[config.mk]
export PLATFORM = sky130hd
export DESIGN_NAME = line_ptr_ctrl
export DESIGN_NICKNAME = d
export VERILOG_FILES = /design/src/rtl/line_ptr_ctrl_pkg.sv /design/src/rtl/line_ptr_cnt.sv /design/src/rtl/line_ptr_ctrl.sv
export SDC_FILE = /design/constraint.sdc
export NUM_CORES = 1
export LEC_CHECK = 0
export CAP_MARGIN = 0
export CORE_MARGIN = 1
export CORE_UTILIZATION = 55
export CTS_BUF_LIST = sky130_fd_sc_hd__clkbuf_4 sky130_fd_sc_hd__clkbuf_8
export DETAILED_ROUTE_END_ITERATION = 6
export PLACE_DENSITY = 0.84
export SLEW_MARGIN = 5
export SYNTH_ARGS = -nofsm -noshare
export SYNTH_HDL_FRONTEND = slang
export SYNTH_SLANG_ARGS = --single-unit
[constraint.sdc]
create_clock -name clk -period 4.4 [get_ports clk]
set_input_delay 0.88 -clock clk [delete_from_list [all_inputs] [get_ports clk]]
set_output_delay 0.88 -clock clk [all_outputs]
set_load 0.01 [all_outputs]
[src/rtl/line_ptr_ctrl_pkg.sv]
// Shared sizing and full/empty pointer compares for the line buffer, so the line RAM,
// the writer/reader FSMs and this controller all agree on geometry.
package line_ptr_ctrl_pkg;

    localparam int unsigned DefLineAw = 2;
    localparam int unsigned MaxLineAw = 8;
    localparam int unsigned PtrWMax   = MaxLineAw + 1;

    typedef enum logic [1:0] {
        OpNone = 2'b00,
        OpRd   = 2'b01,
        OpWr   = 2'b10,
        OpBoth = 2'b11
    } line_op_e;

    function automatic logic ptr_empty(input logic [PtrWMax-1:0] wr, input logic [PtrWMax-1:0] rd);
        return wr == rd;
    endfunction

    // Pointers are zero-extended, so only the wrap bit at position aw may differ when full.
    function automatic logic ptr_full(input logic [PtrWMax-1:0] wr, input logic [PtrWMax-1:0] rd,
                                      input int unsigned aw);
        return (wr ^ rd) == (PtrWMax'(1) << aw);
    endfunction

endpackage

[src/rtl/line_ptr_cnt.sv]
// Wrapping line pointer: (LINE_AW+1)-bit counter whose MSB is the wrap bit.
module line_ptr_cnt #(
    parameter int unsigned LINE_AW = 2
) (
    input  logic             clk,
    input  logic             rst,
    input  logic             en,
    output logic [LINE_AW:0] ptr
);

    localparam int unsigned PtrW = LINE_AW + 1;

    logic [LINE_AW:0] ptr_q;

    always_ff @(posedge clk) begin
        if (rst) begin
            ptr_q <= '0;
        end else if (en) begin
            ptr_q <= ptr_q + PtrW'(1);
        end
    end

    assign ptr = ptr_q;

endmodule

[src/rtl/line_ptr_ctrl.sv]
// Line-pointer controller: accept logic, occupancy count, threshold flags and sticky
// overflow/underflow errors for a 2**LINE_AW-deep line buffer.
module line_ptr_ctrl
    import line_ptr_ctrl_pkg::*;
#(
    parameter int unsigned LINE_AW    = DefLineAw,
    parameter int unsigned AFULL_LVL  = 3,
    parameter int unsigned AEMPTY_LVL = 1
) (
    input  logic               clk,
    input  logic               rst,
    input  logic               wr_line_incr,
    input  logic               rd_line_incr,
    input  logic               err_clr,
    output logic [LINE_AW-1:0] wr_line_ptr,
    output logic [LINE_AW-1:0] rd_line_ptr,
    output logic               wr_greenflag,
    output logic               rd_greenflag,
    output logic               wr_afull,
    output logic               rd_aempty,
    output logic [LINE_AW:0]   line_cnt,
    output logic               err_ovf,
    output logic               err_udf
);

    localparam int unsigned CntW = LINE_AW + 1;

    logic [LINE_AW:0] wr_ptr, rd_ptr;
    logic [LINE_AW:0] line_cnt_q, line_cnt_d;
    logic             full, empty;
    logic             wr_acc, rd_acc;
    logic             err_ovf_q, err_ovf_d;
    logic             err_udf_q, err_udf_d;
    line_op_e         op;

    assign full  = ptr_full(PtrWMax'(wr_ptr), PtrWMax'(rd_ptr), LINE_AW);
    assign empty = ptr_empty(PtrWMax'(wr_ptr), PtrWMax'(rd_ptr));

    assign wr_acc = wr_line_incr & ~full;
    assign rd_acc = rd_line_incr & ~empty;
    assign op     = line_op_e'({wr_acc, rd_acc});

    line_ptr_cnt #(
        .LINE_AW (LINE_AW)
    ) u_wr_ptr (
        .clk (clk),
        .rst (rst),
        .en  (wr_acc),
        .ptr (wr_ptr)
    );

    line_ptr_cnt #(
        .LINE_AW (LINE_AW)
    ) u_rd_ptr (
        .clk (clk),
        .rst (rst),
        .en  (rd_acc),
        .ptr (rd_ptr)
    );

    always_comb begin
        line_cnt_d = line_cnt_q;
        unique case (op)
            OpWr:    line_cnt_d = line_cnt_q + CntW'(1);
            OpRd:    line_cnt_d = line_cnt_q - CntW'(1);
            default: line_cnt_d = line_cnt_q;
        endcase
    end

    // A new offending request wins over a coincident clear.
    always_comb begin
        err_ovf_d = (wr_line_incr & full) | (err_ovf_q & ~err_clr);
        err_udf_d = (rd_line_incr & empty) | (err_udf_q & ~err_clr);
    end

    always_ff @(posedge clk) begin
        if (rst) begin
            line_cnt_q <= '0;
            err_ovf_q  <= 1'b0;
            err_udf_q  <= 1'b0;
        end else begin
            line_cnt_q <= line_cnt_d;
            err_ovf_q  <= err_ovf_d;
            err_udf_q  <= err_udf_d;
        end
    end

    assign wr_line_ptr  = wr_ptr[LINE_AW-1:0];
    assign rd_line_ptr  = rd_ptr[LINE_AW-1:0];
    assign wr_greenflag = ~full;
    assign rd_greenflag = ~empty;
    assign wr_afull     = line_cnt_q >= CntW'(AFULL_LVL);
    assign rd_aempty    = line_cnt_q <= CntW'(AEMPTY_LVL);
    assign line_cnt     = line_cnt_q;
    assign err_ovf      = err_ovf_q;
    assign err_udf      = err_udf_q;

endmodule

; Word-level counts from Yosys, hierarchy flattened
; Cells that the tools add are included.
[totals]
word_cells = 29
inputBits = 5
reg_bits = 11
[classes]
n_addsub = 4
n_mux = 1
n_bitwise = 12
reduce_logical = 1
order_cmp = 2
eq_ne = 4
[op_table]
columns = operator, count
row1 = "adder 3 x 1 -> 3 bit, second input constant", 3
row2 = AND 1 bit, 6
row3 = case mux 3 bit (2 select lines), 1
row4 = == test 3 bit, 1
row5 = "== test 3 bit, second input constant", 1
row6 = ">= comparator 3 x 2 -> 1 bit, second input constant", 1
row7 = "less-or-equal comparator 3 x 1 -> 1 bit, second input constant", 1
row8 = inverter 1 bit, 3
row9 = "subtractor 3 x 1 -> 3 bit, second input constant", 1
row10 = bitwise XOR 3 bit, 1
row11 = "== test 2 x 1 -> 1 bit, second input constant", 1
row12 = "== test 2 bit, second input constant", 1
row13 = OR 1 bit, 2
row14 = nonzero test 2 bit, 1

; Depth between registers and ports, before layout
[logic_depth]
word_depth = 6
ltp_mapped = 8
depth_no_buf = 7

; Hierarchy
; A second synthesis with hierarchy kept.
[unflattened]
cells_unflattened = 68
hier_area_um2 = 620.6
[modules_own_cells]
columns = module, area_each_um2, cells_per_inst, n_inst
row1 = line_ptr_ctrl, 377.9, 46, 1
row2 = line_ptr_cnt, 121.4, 11, 2

; Least setup slack after synthesis
; OpenSTA, ideal clock, no wires.
[synth_timing]
kind = reg2out
start = register line_cnt_q[0], in the netlist line_cnt[0]
end = output port wr_afull
stages_incl_launch_ff = 5
path_buffers = 0
arrival_time_ns = 0.942
slack_ns = 2.578
t_required_ns = 3.520
path_cell_list = dfxtp_1 ha_1 ha_1 nor2_1 o21ai_0
[synth_between]
elab_chain_cells = 1
[synth_lines]
columns = element, line
row1 = start: declaration, line_ptr_ctrl.sv:29  ; logic [LINE_AW:0] line_cnt_q, line_cnt_d;
row2 = start signal: assignment, line_ptr_ctrl.sv:82  ; line_cnt_q <= line_cnt_d;
row3 = >= comparator 3 x 2 -> 1 bit, line_ptr_ctrl.sv:92  ; assign wr_afull = line_cnt_q >= CntW'(AFULL_LVL);
row4 = end: declaration, line_ptr_ctrl.sv:19  ; output logic wr_afull,
; No other way between the ends.

; Final worst setup path
[layout_timing]
start = register u_rd_ptr.ptr_q[0], in the netlist u_rd_ptr.ptr[0]
end = output port wr_greenflag
[layout_between]
elab_chain_cells = 3
[layout_lines]
columns = element, line
row1 = start: declaration, line_ptr_cnt.sv:13  ; logic [LINE_AW:0] ptr_q;
row2 = start signal: assignment, line_ptr_cnt.sv:19  ; ptr_q <= ptr_q + PtrW'(1);
row3 = bitwise XOR 3 bit, line_ptr_ctrl_pkg.sv:23  ; return (wr ^ rd) == (PtrWMax'(1) << aw);
row4 = == test 3 bit, line_ptr_ctrl_pkg.sv:23
row5 = inverter 1 bit, line_ptr_ctrl.sv:90  ; assign wr_greenflag = ~full;
row6 = end: declaration, line_ptr_ctrl.sv:17  ; output logic wr_greenflag,
; No other way between the ends.

==> metrics.md <==
| Metric | Value |
|---|---|
| Vias in the first global route | 535 |
| Distinct cells, synth | 28 |
| Avg Cell Area, Syn | 8.45 um^2 |
| Slowest CP cell | clkdlybuf4s50_1 |
| RSZ-0062 raised after global routing | no |
| Final Hold Slack | 0.547 ns |
| Crit-path max FO | 10 |
| Placement row count | 13 |
| CTS tree | built |
| GRT Util Overall | 24.2% |
| Max capacitance violation total | 0 |
| Area grow syn2layout | 22.9% |
| Worst skew pair latency | 0.27 ns |
| H-Tree Depth | 1 |
| Post-synthesis sequential area ratio | 28.0% |
| Static leakage power | 0.381 nW |
| Root Driver | clkbuf_4 |
| Register bit total from synthesis | 11 |
| Routed length per instance | 12.9 um |
| Clk buf depth | 2 |
| Setup TNS | 0 ns |
| Synthesized instance count | 93 |
| Synth Area in Adders | 11.1% |
| Power Dens Cells | 556 mW/mm^2 |
| Max VDD drop | 343 uV |
| IO buf count | 17 |
| Router iterations before antenna repair | 4 |
| WP data required | 3.52 ns |
| Syn_nets | 105 |
| Mapped Area | 786 um^2 |
| Setup crit start | u_rd_ptr.ptr[0] |
| Layout Nets | 121 |
| Die Y | 39.8 um |
| Synth Warn # | 0 |
| RR Endpoint | line_cnt[1] |
| Clock skew | 0.00311 ns |
| Via Count | 729 |
| DR DRC count | 0 |
| Status | finished, final reports clean |
| Worst path cell trace | xnor2_2, nand3_1, clkdlybuf4s50_1 |
| WL final | 1.58 mm |
| Setup CP Type | flip-flop to output pin |
| Setup slack after layout | 1.74 ns |
| Top-Level Pins | 18 |
| Share of layout cells above drive strength 1 | 7.41% |
| Hold path startpoint | u_wr_ptr.ptr[2] |
| Ant diodes | 0 |
| Largest family of logic cells by synthesized area | simple AND/OR/NAND/NOR gates |
| Inst Count DP | 119 |
| Initial drt markers | 23 |
| Crit path DAT | 1.78 ns |
| Reg2Reg Setup Slack | 2.61 ns |
| Crit end category | output pin |
| Hold Crit Depth | 2 |
| Achievable Freq | 376 MHz |
| GRT overflow | 0 |
| Worst min-delay path category | flip-flop to flip-flop |
| Synth Area in Compound Gates | 18.9% |
| Initial antenna violation count | 0 |
| Post-Synth XOR/XNOR Area | 10.8% |
| Hold EP | u_wr_ptr.ptr[2] |
| Simple-gate area share of the yosys netlist | 23.7% |
| Fin cells | 123 |
| Initial Utilization | 59.6% |
| Dpl ws | 1.96 ns |
| DP Wirelength | 1.17 mm |
| Final min period | 2.66 ns |
| Die X | 39.8 um |
| Endpoints failing setup | 0 |
| Post-CTS Resized | 0 |
| Mux contribution to synthesized area | 0% |
| Via density | 5.93 |
| Die area | 0.00158 mm^2 |
| Period utilization | 60.5% |
| Final Hold Fails | 0 |
| Cts bufs inserted | 3 |
| Post-route ant nets | 0 |
| Final Slew Violations | 0 |
| CTS sink cnt | 11 |
| R2r startpoint | u_rd_ptr.ptr[0] |
| Slew headroom | 59.9% |
| Startpoint types | flip-flop |
| Post-CTS Setup Repair Bufs | 0 |
| Worst-path clk slew | 0.07 ns |
| Overall power | 0.000537 W |
| Max incr delay on CP | 0.51 ns |
| Largest net degree at the start of global routing | 18 |
| Hold buffer count at CTS | 0 |
| Area of the core | 0.00132 mm^2 |
| Layout fillers | 101 |
| Routability cong. | 0.796 |
| Global-route wire length before repair | 2.46 mm |
| Reg2reg path depth | 7 |
| Worst Max-Slew Pin Slew | 0.599 ns |
## placed cells by master (no fill, tap or decap), drive strengths merged, types with 3 or more instances in the layout
cell type and n:
a21oi 4, a31oi 3, clkbuf 4, clkdlybuf4s50 17, dfxtp 11, ha 7
inv 5, nand2 5, nand3 7, nand4 4, nor2 5, nor2b 3
nor3b 4, o21ai 6, xnor2 3, xor2 5
## cell families after synthesis
logic type               after synthesis
adder cells (fa/ha/maj)                7
AND/OR/NAND/NOR                       33
buffers and inverters                 11
AO/OA/AOI/OAI                         23
XOR/XNOR                               8
flip-flops                            11
## how the worst max path moves through the flow
stage                               to  slack [ns]  depth (start not counted)
after floorplan               wr_afull        2.58                          4
after global placement     line_cnt[2]        1.98                          6
after detailed placement   line_cnt[2]        1.96                          6
after CTS                 wr_greenflag        1.74                          3
after global routing      rd_greenflag        1.59                          3
final                     wr_greenflag        1.74                          3
## final cells by class
cell class                      instances  area [um^2]  share of cell area, %
Multi-Input combinational cell         71          508                   52.6
Timing Repair Buffer                   17          170                   17.6
Inverter                                5         18.8                   1.94
Sequential cell                        11          220                   22.8
Clock buffer                            4         30.0                   3.11
Tap cell                               15         18.8                   1.94
## critical path: cells and delay by family (launching register included)
family | cells | cell delay, ns
buffers and inverters | 1 | 0.51
XOR/XNOR | 1 | 0.41
flip-flops | 1 | 0.39
AND/OR/NAND/NOR | 1 | 0.19
## flip-flops by register name (all words and copies together), names as in the netlist
signal / flops
u_wr_ptr.ptr: 3
err_ovf: 1
u_rd_ptr.ptr: 3
line_cnt: 3
err_udf: 1
## stage by stage
step / cell area [um^2] / util (%)
after global routing: 966 / 73.3
after global placement: 936 / 71.0
after floorplan: 786 / -
final: 966 / 73.3
after CTS: 966 / 73.3
after detailed placement: 936 / 71.0
## synth_stat cells, drive strengths merged
cell | number | area, um^2
o31ai | 2 | 15.0
nor2 | 5 | 18.8
or4 | 1 | 7.51
a21oi | 4 | 20.0
a31oi | 3 | 18.8
a41oi | 2 | 17.5
or3b | 2 | 17.5
nor3b | 4 | 30.0
o211ai | 2 | 15.0
inv | 5 | 18.8
and3b | 1 | 8.76
nand2 | 5 | 18.8
nand4 | 4 | 25.0
clkbuf | 1 | 3.75
dfxtp | 11 | 220
buf | 5 | 35.0
o21bai | 1 | 7.51
xnor2 | 3 | 41.3
a211oi | 1 | 7.51
and3 | 1 | 6.26
xor2 | 5 | 43.8
ha | 7 | 87.6
nand3 | 7 | 35.0
nor2b | 3 | 18.8
a211o | 2 | 17.5
o21ai | 6 | 30.0
## per-layer routing
layer	routed length [um]	GRT usage, %	part of all wire (%)
met4	23	12.9	1.5
met1	804	33.0	51
met3	85	8.52	5.4
met5	0	0	0
met2	670	32.4	42
## report_power, final
group	switching, W	internal (W)	total [W]	leakage [nW]
Sequential	0.0000389	0.000124	0.000163	0.0901
Clock	0.0000362	0.0000413	0.0000776	0.0184
Combinational	0.000144	0.000153	0.000297	0.272
Total	0.000220	0.000318	0.000537	0.381
No activity file was read; power rests on OpenSTA's default activity.
